<file path="src/rtl/kamikaze_fetch_queue_if.sv">
// Fetch queue bus: instruction-memory port, redirect and decode handshake.
// master = fetch queue, slave = memory/decode environment.
interface kamikaze_fetch_queue_if;
  logic        im_req_o;
  logic [31:0] im_addr_o;
  logic        im_gnt_i;
  logic        im_rvalid_i;
  logic [31:0] im_data_i;
  logic        redirect_i;
  logic [31:0] redirect_pc_i;
  logic [31:0] instr_o;
  logic [31:0] instr_pc_o;
  logic        instr_valid_o;
  logic        instr_ready_i;
  logic        is_compressed_instr_o;

  modport master (
    output im_req_o, im_addr_o,
    output instr_o, instr_pc_o,
    output instr_valid_o, is_compressed_instr_o,
    input  im_gnt_i, im_rvalid_i, im_data_i,
    input  redirect_i, redirect_pc_i,
    input  instr_ready_i
  );

  modport slave (
    input  im_req_o, im_addr_o,
    input  instr_o, instr_pc_o,
    input  instr_valid_o, is_compressed_instr_o,
    output im_gnt_i, im_rvalid_i, im_data_i,
    output redirect_i, redirect_pc_i,
    output instr_ready_i
  );
endinterface

</file>
<file path="src/rtl/kamikaze_fetch_queue.sv">
// Instruction fetch queue: 16-bit parcel ring fed by a word memory,
// realigning RVC/32-bit instructions for decode, with redirect flush.
module kamikaze_fetch_queue #(
  parameter logic [31:0] BOOT_ADDR   = 32'h0000_0000,
  parameter int          DEPTH_WORDS = 4
) (
  input logic clk_i,
  input logic rst_i,
  kamikaze_fetch_queue_if.master bus
);
  localparam int NP = 2 * DEPTH_WORDS;
  localparam int PW = $clog2(NP);
  localparam int CW = PW + 1;

  logic [15:0]   r_buf [NP];
  logic [PW-1:0] r_head;
  logic [PW-1:0] r_tail;
  logic [CW-1:0] r_count;
  logic [CW-1:0] r_out;
  logic [CW-1:0] r_disc;
  logic          r_drop_low;
  logic [31:0]   r_addr;
  logic [31:0]   r_pc;

  logic [PW-1:0] w_head1;
  logic [PW-1:0] w_tail1;
  logic [15:0]   w_p0;
  logic [15:0]   w_p1;
  logic          w_comp;
  logic          w_valid;
  logic [CW-1:0] w_words;
  logic [CW:0]   w_load;
  logic          w_req;
  logic          w_gnt;
  logic          w_rsp;
  logic          w_dsc;
  logic          w_pop;
  logic [CW-1:0] w_push_n;
  logic [CW-1:0] w_pop_n;
  logic          w_unused;

  assign w_head1 = r_head + PW'(1);
  assign w_tail1 = r_tail + PW'(1);
  assign w_p0    = r_buf[r_head];
  assign w_p1    = r_buf[w_head1];
  assign w_comp  = (w_p0[1:0] != 2'b11);
  assign w_valid = (r_count >= CW'(2)) |
                   ((r_count != '0) & w_comp);

  // Stale responses still in flight occupy slots in the request cap.
  assign w_words = (r_count + CW'(1)) >> 1;
  assign w_load  = {1'b0, w_words} + {1'b0, r_out}
                 + {1'b0, r_disc};
  assign w_req   = rst_i & ~bus.redirect_i &
                   (w_load < (CW+1)'(DEPTH_WORDS));
  assign w_gnt   = w_req & bus.im_gnt_i;
  assign w_rsp   = bus.im_rvalid_i & (r_disc == '0);
  assign w_dsc   = bus.im_rvalid_i & (r_disc != '0);
  assign w_pop   = w_valid & bus.instr_ready_i;

  assign w_push_n = ~w_rsp     ? CW'(0) :
                    r_drop_low ? CW'(1) : CW'(2);
  assign w_pop_n  = ~w_pop     ? CW'(0) :
                    w_comp     ? CW'(1) : CW'(2);

  assign w_unused = bus.redirect_pc_i[0];

  assign bus.im_req_o   = w_req;
  assign bus.im_addr_o  = r_addr;
  assign bus.instr_pc_o = r_pc;
  assign bus.instr_valid_o = w_valid;
  assign bus.is_compressed_instr_o = w_valid & w_comp;
  assign bus.instr_o = ~w_valid ? 32'h0 :
                       w_comp   ? {16'h0, w_p0} :
                                  {w_p1, w_p0};

  always_ff @(posedge clk_i or negedge rst_i) begin
    if (!rst_i) begin
      r_head     <= '0;
      r_tail     <= '0;
      r_count    <= '0;
      r_out      <= '0;
      r_disc     <= '0;
      r_drop_low <= BOOT_ADDR[1];
      r_addr     <= {BOOT_ADDR[31:2], 2'b00};
      r_pc       <= {BOOT_ADDR[31:1], 1'b0};
    end else if (bus.redirect_i) begin
      r_head     <= '0;
      r_tail     <= '0;
      r_count    <= '0;
      r_out      <= '0;
      r_disc     <= r_disc + r_out + CW'(w_gnt)
                  - CW'(bus.im_rvalid_i);
      r_drop_low <= bus.redirect_pc_i[1];
      r_addr     <= {bus.redirect_pc_i[31:2], 2'b00};
      r_pc       <= {bus.redirect_pc_i[31:1], 1'b0};
    end else begin
      if (w_gnt)
        r_addr <= r_addr + 32'd4;
      if (w_dsc)
        r_disc <= r_disc - CW'(1);
      if (w_rsp)
        r_drop_low <= 1'b0;
      r_out   <= r_out + CW'(w_gnt) - CW'(w_rsp);
      r_tail  <= r_tail + w_push_n[PW-1:0];
      r_head  <= r_head + w_pop_n[PW-1:0];
      r_count <= r_count + w_push_n - w_pop_n;
      r_pc    <= r_pc + (32'(w_pop_n) << 1);
    end
  end

  // Parcel storage needs no reset; r_count gates every read.
  always_ff @(posedge clk_i) begin
    if (!bus.redirect_i && w_rsp) begin
      if (r_drop_low) begin
        r_buf[r_tail] <= bus.im_data_i[31:16];
      end else begin
        r_buf[r_tail]  <= bus.im_data_i[15:0];
        r_buf[w_tail1] <= bus.im_data_i[31:16];
      end
    end
  end
endmodule
</file>
<file path="src/flat_wrapper.sv">
// flat-port wrapper written by rule: the top's interface ports become plain ports
module kamikaze_fetch_queue_flat 
#(
  parameter logic [31:0] BOOT_ADDR   = 32'h0000_0000,
  parameter int          DEPTH_WORDS = 4
)
  (clk_i, rst_i, bus_im_req_o, bus_im_addr_o, bus_instr_o, bus_instr_pc_o, bus_instr_valid_o, bus_is_compressed_instr_o, bus_im_gnt_i, bus_im_rvalid_i, bus_im_data_i, bus_redirect_i, bus_redirect_pc_i, bus_instr_ready_i);
  kamikaze_fetch_queue_if bus_i ();
  input logic clk_i;
  input logic rst_i;
  output wire logic [$bits(bus_i.im_req_o)-1:0] bus_im_req_o;
  output wire logic [$bits(bus_i.im_addr_o)-1:0] bus_im_addr_o;
  output wire logic [$bits(bus_i.instr_o)-1:0] bus_instr_o;
  output wire logic [$bits(bus_i.instr_pc_o)-1:0] bus_instr_pc_o;
  output wire logic [$bits(bus_i.instr_valid_o)-1:0] bus_instr_valid_o;
  output wire logic [$bits(bus_i.is_compressed_instr_o)-1:0] bus_is_compressed_instr_o;
  input wire logic [$bits(bus_i.im_gnt_i)-1:0] bus_im_gnt_i;
  input wire logic [$bits(bus_i.im_rvalid_i)-1:0] bus_im_rvalid_i;
  input wire logic [$bits(bus_i.im_data_i)-1:0] bus_im_data_i;
  input wire logic [$bits(bus_i.redirect_i)-1:0] bus_redirect_i;
  input wire logic [$bits(bus_i.redirect_pc_i)-1:0] bus_redirect_pc_i;
  input wire logic [$bits(bus_i.instr_ready_i)-1:0] bus_instr_ready_i;
  assign bus_im_req_o = bus_i.im_req_o;
  assign bus_im_addr_o = bus_i.im_addr_o;
  assign bus_instr_o = bus_i.instr_o;
  assign bus_instr_pc_o = bus_i.instr_pc_o;
  assign bus_instr_valid_o = bus_i.instr_valid_o;
  assign bus_is_compressed_instr_o = bus_i.is_compressed_instr_o;
  assign bus_i.im_gnt_i = bus_im_gnt_i;
  assign bus_i.im_rvalid_i = bus_im_rvalid_i;
  assign bus_i.im_data_i = bus_im_data_i;
  assign bus_i.redirect_i = bus_redirect_i;
  assign bus_i.redirect_pc_i = bus_redirect_pc_i;
  assign bus_i.instr_ready_i = bus_instr_ready_i;
  kamikaze_fetch_queue #(.BOOT_ADDR(BOOT_ADDR), .DEPTH_WORDS(DEPTH_WORDS)) u_core (.clk_i(clk_i), .rst_i(rst_i), .bus(bus_i));
endmodule
</file>
<file path="config.mk">
export PLATFORM = sky130hd
export DESIGN_NAME = kamikaze_fetch_queue_flat
export DESIGN_NICKNAME = d
export VERILOG_FILES = /design/src/rtl/kamikaze_fetch_queue_if.sv /design/src/rtl/kamikaze_fetch_queue.sv /design/src/flat_wrapper.sv
export SDC_FILE = /design/constraint.sdc
export NUM_CORES = 1
export LEC_CHECK = 0
export BUFFER_PORTS_ARGS = -buffer_cell sky130_fd_sc_hd__buf_2
export CELL_PAD_IN_SITES_DETAIL_PLACEMENT = 2
export CELL_PAD_IN_SITES_GLOBAL_PLACEMENT = 2
export CORE_MARGIN = 8
export CORE_UTILIZATION = 40
export CTS_CLUSTER_DIAMETER = 200
export DETAILED_ROUTE_END_ITERATION = 7
export PLACE_DENSITY = 0.9
export SKIP_LAST_GASP = 1
export SYNTH_ARGS = -nofsm -noshare
export SYNTH_HDL_FRONTEND = slang
export SYNTH_SLANG_ARGS = --single-unit
</file>
<file path="constraint.sdc">
create_clock -name clk_i -period 6.75 [get_ports clk_i]
set_input_delay 0.675 -clock clk_i [delete_from_list [all_inputs] [get_ports clk_i]]
set_output_delay 0.675 -clock clk_i [all_outputs]
set_load 0.02 [all_outputs]
</file>
### After elaboration in Yosys (flattened, before gate mapping)

Memory sizes are Yosys's and may differ from the RTL's.
Cells that the tools add are included.
W data, S select, Z words.

| storage, ports and cells | value |
|---|---|
| memories kept | 1 |
| bits in registers | 83 |
| bits in writable memories | 128 |

Memory list:

| memory | words | width | rd ports | clocked after memory_dff | write ports | line | text |
|---|---|---|---|---|---|---|---|
| u_core.r_buf | 8 | 16 | 2 | 0 | 2 | kamikaze_fetch_queue.sv:15 | `logic [15:0] r_buf [NP];` |

| operators by class | value |
|---|---|
| add/subtract/negate cells | 17 |
| muxes and demuxes | 24 |
| magnitude comparators | 2 |
| eq/ne operators | 1 |
| bitwise operators | 11 |
| reduce and logical (&&, ||, !) cells | 8 |

Operator list:

| cell | count |
|---|---|
| $mux W32 | 5 |
| $add A32 B3 Y32 const B | 1 |
| $add A32 B5 Y32 | 1 |
| $mux W4 | 6 |
| $mux W16 | 1 |
| $add A4 B1 Y4 | 2 |
| $add A4 B4 Y4 | 2 |
| $and A1 B1 Y1 | 8 |
| $mux W1 | 8 |
| $reduce_bool A4 Y1 | 2 |
| $sub A4 B1 Y4 | 2 |
| $add A3 B1 Y3 const B | 2 |
| $add A3 B3 Y3 | 2 |
| $mux W3 | 2 |
| $reduce_bool A2 Y1 | 3 |
| $add A3 B4 Y5 | 1 |
| $add A5 B4 Y5 | 1 |
| $lt A5 B3 Y1 const B | 1 |
| $add A4 B1 Y4 const B | 1 |
| $ge A4 B2 Y1 const B | 1 |
| $logic_not A4 Y1 | 1 |
| $mux W2 | 2 |
| $sub A4 B1 Y4 const B | 1 |
| $sub A4 B4 Y4 | 1 |
| other kinds (5) | 6 |

### Depth between registers and ports, before layout

Gate-level depths: netlist of the first run.

| depth | value |
|---|---|
| depth in word-level cells | 9 |
| depth in mapped cells | 17 |
| depth with buffers taken out | 15 |

### Least setup slack after synthesis of the first run

No wires, ideal clock.

| path | value |
|---|---|
| path type | register to register |
| from | register u_core.r_count[1] |
| to | register u_core.r_disc[2] |
| cell stages (with the launch flop) | 17 |
| arrival | 3.689 ns |
| buffers on the path | 2 |
| path slack | 2.926 ns |
| required time | 6.615 ns |
| path through | dfrtp_1 ha_1 xnor2_1 fa_1 nor2_1 fa_1 nor3b_1 and4_1 mux2i_4 inv_2 buf_6 buf_6 fa_1 fa_1 xor2_1 nand2_1 o21ai_0 |

| on the way | value |
|---|---|
| cells in the longest elaborated chain, start to end | 9 |

RTL lines:

| what | line | text |
|---|---|---|
| from (decl) | kamikaze_fetch_queue.sv:18 | `logic [CW-1:0] r_count;` |
| from (signal assigned) | kamikaze_fetch_queue.sv:107 | `r_count <= r_count + w_push_n - w_pop_n;` |
| $add A4 B1 Y4 | kamikaze_fetch_queue.sv:51 | `assign w_words = (r_count + CW'(1)) >> 1;` |
| $add A3 B4 Y5 | kamikaze_fetch_queue.sv:52 | `assign w_load = {1'b0, w_words} + {1'b0, r_out}` |
| $add A5 B4 Y5 | kamikaze_fetch_queue.sv:53 | `+ {1'b0, r_disc};` |
| $lt A5 B3 Y1 | kamikaze_fetch_queue.sv:55 | `(w_load < (CW+1)'(DEPTH_WORDS));` |
| $and A1 B1 Y1 | kamikaze_fetch_queue.sv:54 | `assign w_req = rst_i & ~bus.redirect_i &` |
| $and A1 B1 Y1 | kamikaze_fetch_queue.sv:56 | `assign w_gnt = w_req & bus.im_gnt_i;` |
| $add A4 B1 Y4 | kamikaze_fetch_queue.sv:92 | `r_disc <= r_disc + r_out + CW'(w_gnt)` |
| $sub A4 B1 Y4 | kamikaze_fetch_queue.sv:93 | `- CW'(bus.im_rvalid_i);` |
| $mux W4 | kamikaze_fetch_queue.sv:87 | `end else if (bus.redirect_i) begin` |
| to (signal assigned) | kamikaze_fetch_queue.sv:92 |  |
| to (signal assigned) | kamikaze_fetch_queue.sv:101 | `r_disc <= r_disc - CW'(1);` |
| to (decl) | kamikaze_fetch_queue.sv:20 | `logic [CW-1:0] r_disc;` |

Every way passes these cells.
A chain may end at the register's enable or synchronous reset.

### Worst setup path in the final report of the first run

Same ends and word-level chain as after synthesis.

==> results of run 1 <==
## worst reg2reg max path, cell delays in order, from the launching register on
cell and delay [ns]:
dfrtp_1 0.49, inv_1 0.16, ha_1 0.33, ha_1 0.30
a21oi_1 0.23, nor2_1 0.12, fa_1 0.42, xnor2_1 0.20
and4_1 0.25, mux2i_4 0.89, inv_2 0.08, buf_4 0.34
fa_1 0.58, fa_1 0.44, xor2_1 0.20, nand2_1 0.14
o21ai_0 0.16
## cell type report
cell class                 count  area [um2]
sequential                   208        5850
clock inverter                11        85.1
inverter                      53         199
clock buffer                  34         711
timing repair buffer         187         998
tap                          402         503
antenna                        4        10.0
fill                        3306       16700
multi-input combinational    869        6400
## through the flow
stage,cell area [um2],setup WS [ns]
after CTS,14700,1.39
after detailed placement,14000,1.70
after global routing,14800,1.13
final,14800,1.30
after global placement,14000,2.05
after floorplan,12800,2.93
## synthesized netlist by cell type (16+ instances only)
cell	n	area (um2)
nand2_1	93	349
nand3_1	31	155
edfxtp_1	128	3840
ha_1	31	388
nor2_1	170	638
xor2_1	19	166
clkbuf_1	65	244
and3_1	16	100
mux4_2	64	1440
o21ai_0	40	200
nor3_1	20	100
xnor2_1	31	272
inv_1	51	191
dfrtp_1	80	2000
a21oi_1	155	776
mux2i_1	53	531
nor4_1	19	119
## worst min-delay path by stage
stage | to | slack [ns] | cells past startpoint
after floorplan | u_core.bus.im_addr_o[10] | 0.38 | 0
after global placement | u_core.bus.im_addr_o[31] | 0.50 | 1
after detailed placement | u_core.bus.im_addr_o[31] | 0.53 | 1
after CTS | u_core.r_out[2] | 0.03 | 1
after global routing | u_core.r_out[3] | 0.04 | 1
final | u_core.r_out[1] | 0.03 | 1
## flip-flops by register name, indices dropped and copies added, names as in the netlist
register	cells
u_core.bus.instr_pc_o	31
u_core.r_drop_low	1
u_core.r_disc	4
u_core.r_head	3
u_core.r_buf	128
u_core.r_count	4
u_core.r_tail	3
u_core.r_out	4
u_core.bus.im_addr_o	30
## power by group through the flow
stage          logic (uW)  clock network (uW)  registers, uW
2_1_floorplan        1740                   0           1650
3_3_place_gp         2310                   0           1670
3_5_place_dp         2510                   0           1690
4_1_cts              2620                1360           1680
5_1_grt              2800                1400           1700
6_report             2620                1350           1680
## routing by layer
layer / share of wire (%) / track usage [%]
met2: 51 / 48.9
met3: 7.1 / 5.89
met4: 4.2 / 12.7
met5: 0.050 / 0
met1: 38 / 32.7
## cells by family (layout without fill, tap and decap cells)
family                   after synthesis  after routing  share of synthesized area (%)
buffers and inverters                139            285                           4.45
XOR/XNOR                              50             50                           3.43
AND/OR/NAND/NOR                      404            404                           14.4
other                                  1              7                         0.0293
flip-flops                           208            208                           45.7
multiplexers                         126            126                           16.3
adder cells (fa/ha/maj)               42             42                           4.76
AO/OA/AOI/OAI                        244            244                           10.8
==> run metrics, run 1 <==
Top Family by Delay on Critical Path adder cells; WHS 0.0332 ns; row count 65; Max FO, Critical Path 32; Max transition margin 5.35%; largest net degree at the start of global routing 80; routed len/inst 30.7 um; Reg-to-Reg End u_core.r_disc[2]; Max stage delay cell, worst path mux2i_4; RSZ-0062 raised after global routing false; Synth warnings 0; non-filler cells, final 1768; Post-CTS Setup Inserts 0; CTS root buffer clkbuf_16; Post-Route WL 54200 um; Post-synth EDFFs 128; post-synthesis cell area 12800 um2; Die Height 195 um; core box area 31500 um2; Area Overhead vs Synth 15.5%; status complete, no violations; vias per cell 6.37; fraction of layout cells with a size suffix above 1 22.5%; Sink Count 208; Critical Path Sink Type flip-flop; Yosys cell types 51; CP endpoint u_core.r_disc[2]; register-to-register setup slack 1.30 ns; Worst-Skew Late Latency 0.54 ns; WP buf/inv 3; min-delay worst type input pin to asynchronous set/reset pin; Routed Antenna Nets 0; worst r2r src u_core.r_count[1]; Post-Place Cells 1719; VDD IR max 192 uV; crit path DAT 5.87 ns; antenna violations before repair 6; Worst Max-Slew Pin Slew 1.41 ns; Starting Density 40.6%; cell count after synthesis 1214; Crit path depth 16; mean post-synth cell area 10.5 um2; Layout Skew 0.0129 ns; Setup CP Type flip-flop to flip-flop; reg2reg path depth 16; HPWL after DPL 35000 um; H-tree levels 1; I/O pins 169; Slew Limit Fails 0; Die ar. 37900 um2; Peak Freq 0.183 GHz; clock share of power 23.9%; Final Cycle Share 80.8%; Tmin final 5.45 ns; most common cell after layout, fill and taps aside nor2_1; Crit path largest cell delay 0.89 ns; CTS clk-pin slew, worst paths 0.06 ns; Total Nets Final 1456; Final Power 5650 uW; Post-Route Setup TNS 0 ns; drt drc 0; Post-CTS Resized 0; P_sw 2340 uW; ys async rst share 38.5%; Num CTS Buffers 25; routability cong. 0.779; final count of negative-setup-slack endpoints 0; CTS tree done; GRT Util Overall 28.0%; first-pass GRT wire length 82400 um; sequential area share after synthesis 45.7%; Max Cap Viol 0; Most used DFF post-synth edfxtp_1; Critical Path, Cell by Cell inv_1, ha_1, ha_1, a21oi_1, nor2_1, fa_1, xnor2_1, and4_1, mux2i_4, inv_2, buf_4, fa_1, fa_1, xor2_1, nand2_1, o21ai_0; global route overflow 0; Worst Setup SP u_core.r_count[1]; cell-internal power 3310 uW; switching share of total power 41.5%; #FFs+latches synth 208; startpoint types flip-flop; pwr dens 383 nW/um2; Detailed Routing Iterations Pass 1 5; Flop pwr share 29.8%; maximum root-to-sink buffer count 3; Final Util 46.9%; vias 11300; DIE WIDTH 195 um; Hold Buf Count CTS 0; vias in the first global route 13000; Starting DRT DRC Count 897; count of endpoints failing hold in the final timing report 0; Logic pwr share 46.3%; # port buffers 164; crit-path most repeated cell fa_1; most frequent cells in the layout nor2_1, buf_2, a21oi_1, edfxtp_1, nand2_1; WP data required 7.17 ns; leakage power 0.00580 uW
Power figures use the tool's default switching activity.
==> run 2, diff against run 1 <==
- CORE_UTILIZATION: 40 -> 38
- PLACE_DENSITY: 0.9 -> 0.87
- clock period: 6.75 -> 5.2 ns (I/O delays scaled with it)
==> run metrics, run 2 (synthesis results as in run 1) <==
VDD IR max 239 uV (+24%); Final Power 7210 uW (+28%); DIE WIDTH 199 um (+2.4%); H-tree levels 1 (unchanged); GRT Util Overall 25.6% (-2.4 points); HPWL after DPL 34600 um (-0.98%); Hold Path Depth 3; Setup CP Type flip-flop to flip-flop; Crit path depth 15 (-1); CTS root buffer clkbuf_16; Sink Count 208 (unchanged); vias per cell 6.10 (-4.3%); CTS clk-pin slew, worst paths 0.07 ns (about the same); routability cong. 0.805 (+3.4%); WP buf/inv 2 (-1); max reg flops 128 (unchanged); Starting DRT DRC Count 815 (-9.1%); reg2reg path depth 15 (-1); leakage power 0.00583 uW (+0.52%); row count 67 (+3.1%); maximum root-to-sink buffer count 3 (unchanged); most common cell after layout, fill and taps aside nor2_1; RSZ-0062 raised after global routing false; Area Overhead vs Synth 16.2%; count of endpoints failing hold in the final timing report 0 (unchanged); Critical Path Sink Type flip-flop; Die ar. 39800 um2 (+4.8%); I/O pins 169 (unchanged); drt drc 0 (unchanged); crit-path most repeated cell fa_1; Top Family by Delay on Critical Path adder cells; status complete, no violations; final count of negative-setup-slack endpoints 0 (unchanged); FILL cells 3546 (+7.3%); Crit path largest cell delay 0.85 ns (-0.04 ns); # port buffers 164 (unchanged); vias in the first global route 12500 (-3.4%); largest net degree at the start of global routing 70 (-13%); Post-CTS Setup Inserts 0 (unchanged); Critical Path, Cell by Cell inv_1, ha_1, ha_1, a21oi_1, nor2_1, fa_1, nor3b_1, and4_1, mux2i_4, inv_2, fa_1, fa_1, xor2_1, nand2_1, o21ai_0; fraction of layout cells with a size suffix above 1 22.7% (+0.27 points); Die Height 199 um (+2.4%); vias 11100 (-1.3%); Post-Route Setup TNS 0 ns (unchanged); Worst-Skew Late Latency 0.53 ns (about the same); most frequent cells in the layout nor2_1, buf_2, a21oi_1, edfxtp_1, nand2_1; Peak Freq 0.208 GHz (+13%); first-pass GRT wire length 78000 um (-5.3%); Tmin final 4.82 ns (-0.635 ns); CTS tree done; Num CTS Buffers 24 (-4.0%); Worst Max-Slew Pin Slew 1.34 ns (-0.0725 ns); global route overflow 0 (unchanged); Post-CTS Resized 0 (unchanged); Routed Antenna Nets 0 (unchanged); Detailed Routing Iterations Pass 1 5 (unchanged); routed len/inst 28.0 um (-8.5%); Layout Skew 0.0110 ns (-0.00188 ns); Max transition margin 10.3% (+4.9 points); Max stage delay cell, worst path mux2i_4; WP data required 5.56 ns (-1.61 ns); Max FO, Critical Path 28 (-13%); Starting Density 38.3% (-2.3 points); Post-Route WL 51100 um (-5.7%); Final Cycle Share 92.6% (+12 points); antenna violations before repair 4 (-2); min-delay worst type input pin to flip-flop; Slew Limit Fails 0 (unchanged); pwr dens 486 nW/um2 (+27%); core box area 33400 um2 (+6.0%); Largest Register u_core.r_buf; startpoint types flip-flop; crit path DAT 5.18 ns (-0.69 ns); Total Nets Final 1466 (+0.69%); Max Cap Viol 0 (unchanged)
run 2: cell count changes in the layout (fill, tap and decap cells not counted), sizes merged, moves of 2 or more:
cell	previous run	this run
clkbuf	34	31
buf	187	197
diode	4	2
clkinv	9	11
run 2: timing repair:
| item | 4_1_cts | 5_1_grt |
|---|---|---|
| endpoints found under the setup margin | 0 | 0 |
| hold buffers | 1 | 0 |
| endpoints found under the hold margin | 22 | 0 |
run 2: cell type report:
| class | count | area, um2 | share of cell area (%) |
|---|---|---|---|
| Multi-Input combinational cell | 869 | 6400 | 43.1 |
| Antenna cell | 2 | 5.00 | 0.0337 |
| Timing Repair Buffer | 198 | 1100 | 7.38 |
| Tap cell | 448 | 561 | 3.77 |
| Inverter | 53 | 199 | 1.34 |
| Clock buffer | 31 | 658 | 4.43 |
| Sequential cell | 208 | 5850 | 39.4 |
| Clock inverter | 13 | 87.6 | 0.590 |
run 2: worst min-delay path, cell delays in order:
cell      delay [ns]
buf_2           0.07
nand2_1         0.07
o221ai_1        0.07
run 2: path summary, 6_finish.rpt:
kind                                           from  slack, ns                  endpoint
min in group asynchronous                     rst_i       0.46  u_core.bus.im_addr_o[27]
max in group asynchronous                     rst_i       3.50          u_core.r_head[0]
max                               u_core.r_count[1]       0.38          u_core.r_disc[2]
min reg2reg                u_core.bus.im_addr_o[31]       0.55  u_core.bus.im_addr_o[31]
min                           bus_redirect_pc_i[12]       0.25  u_core.bus.im_addr_o[12]
max reg2reg                       u_core.r_count[1]       0.38          u_core.r_disc[2]
run 2: where the power goes:
| part | internal [uW] | switching [uW] | total, uW |
|---|---|---|---|
| sequential | 1910 | 233 | 2140 |
| clock | 940 | 712 | 1650 |
| combinational | 1410 | 2000 | 3420 |
| total | 4260 | 2950 | 7210 |
run 2: layer usage:
| layer | track usage, % | up-vias | wire length, um | share of wire, % |
|---|---|---|---|---|
| met2 | 44.3 | 499 | 25700 | 50 |
| li1 | - | 4726 | - | - |
| met3 | 4.85 | 130 | 3420 | 6.7 |
| met1 | 31.3 | 5757 | 20100 | 39 |
| met4 | 10.2 | 4 | 1810 | 3.5 |
| met5 | 0 | - | 27 | 0.053 |
run 2: per-stage QoR:
step	hold slack [ns]	utilization, %	area (um2)	setup WS (ns)	std cells
2_1_floorplan	0.224	-	12800	1.38	1216
3_3_place_gp	0.469	42.2	14100	0.839	1775
3_5_place_dp	0.470	42.2	14100	0.540	1775
4_1_cts	0.234	44.5	14800	0.380	1820
5_1_grt	0.253	44.5	14800	0.189	1820
6_report	0.254	44.5	14900	0.383	1822
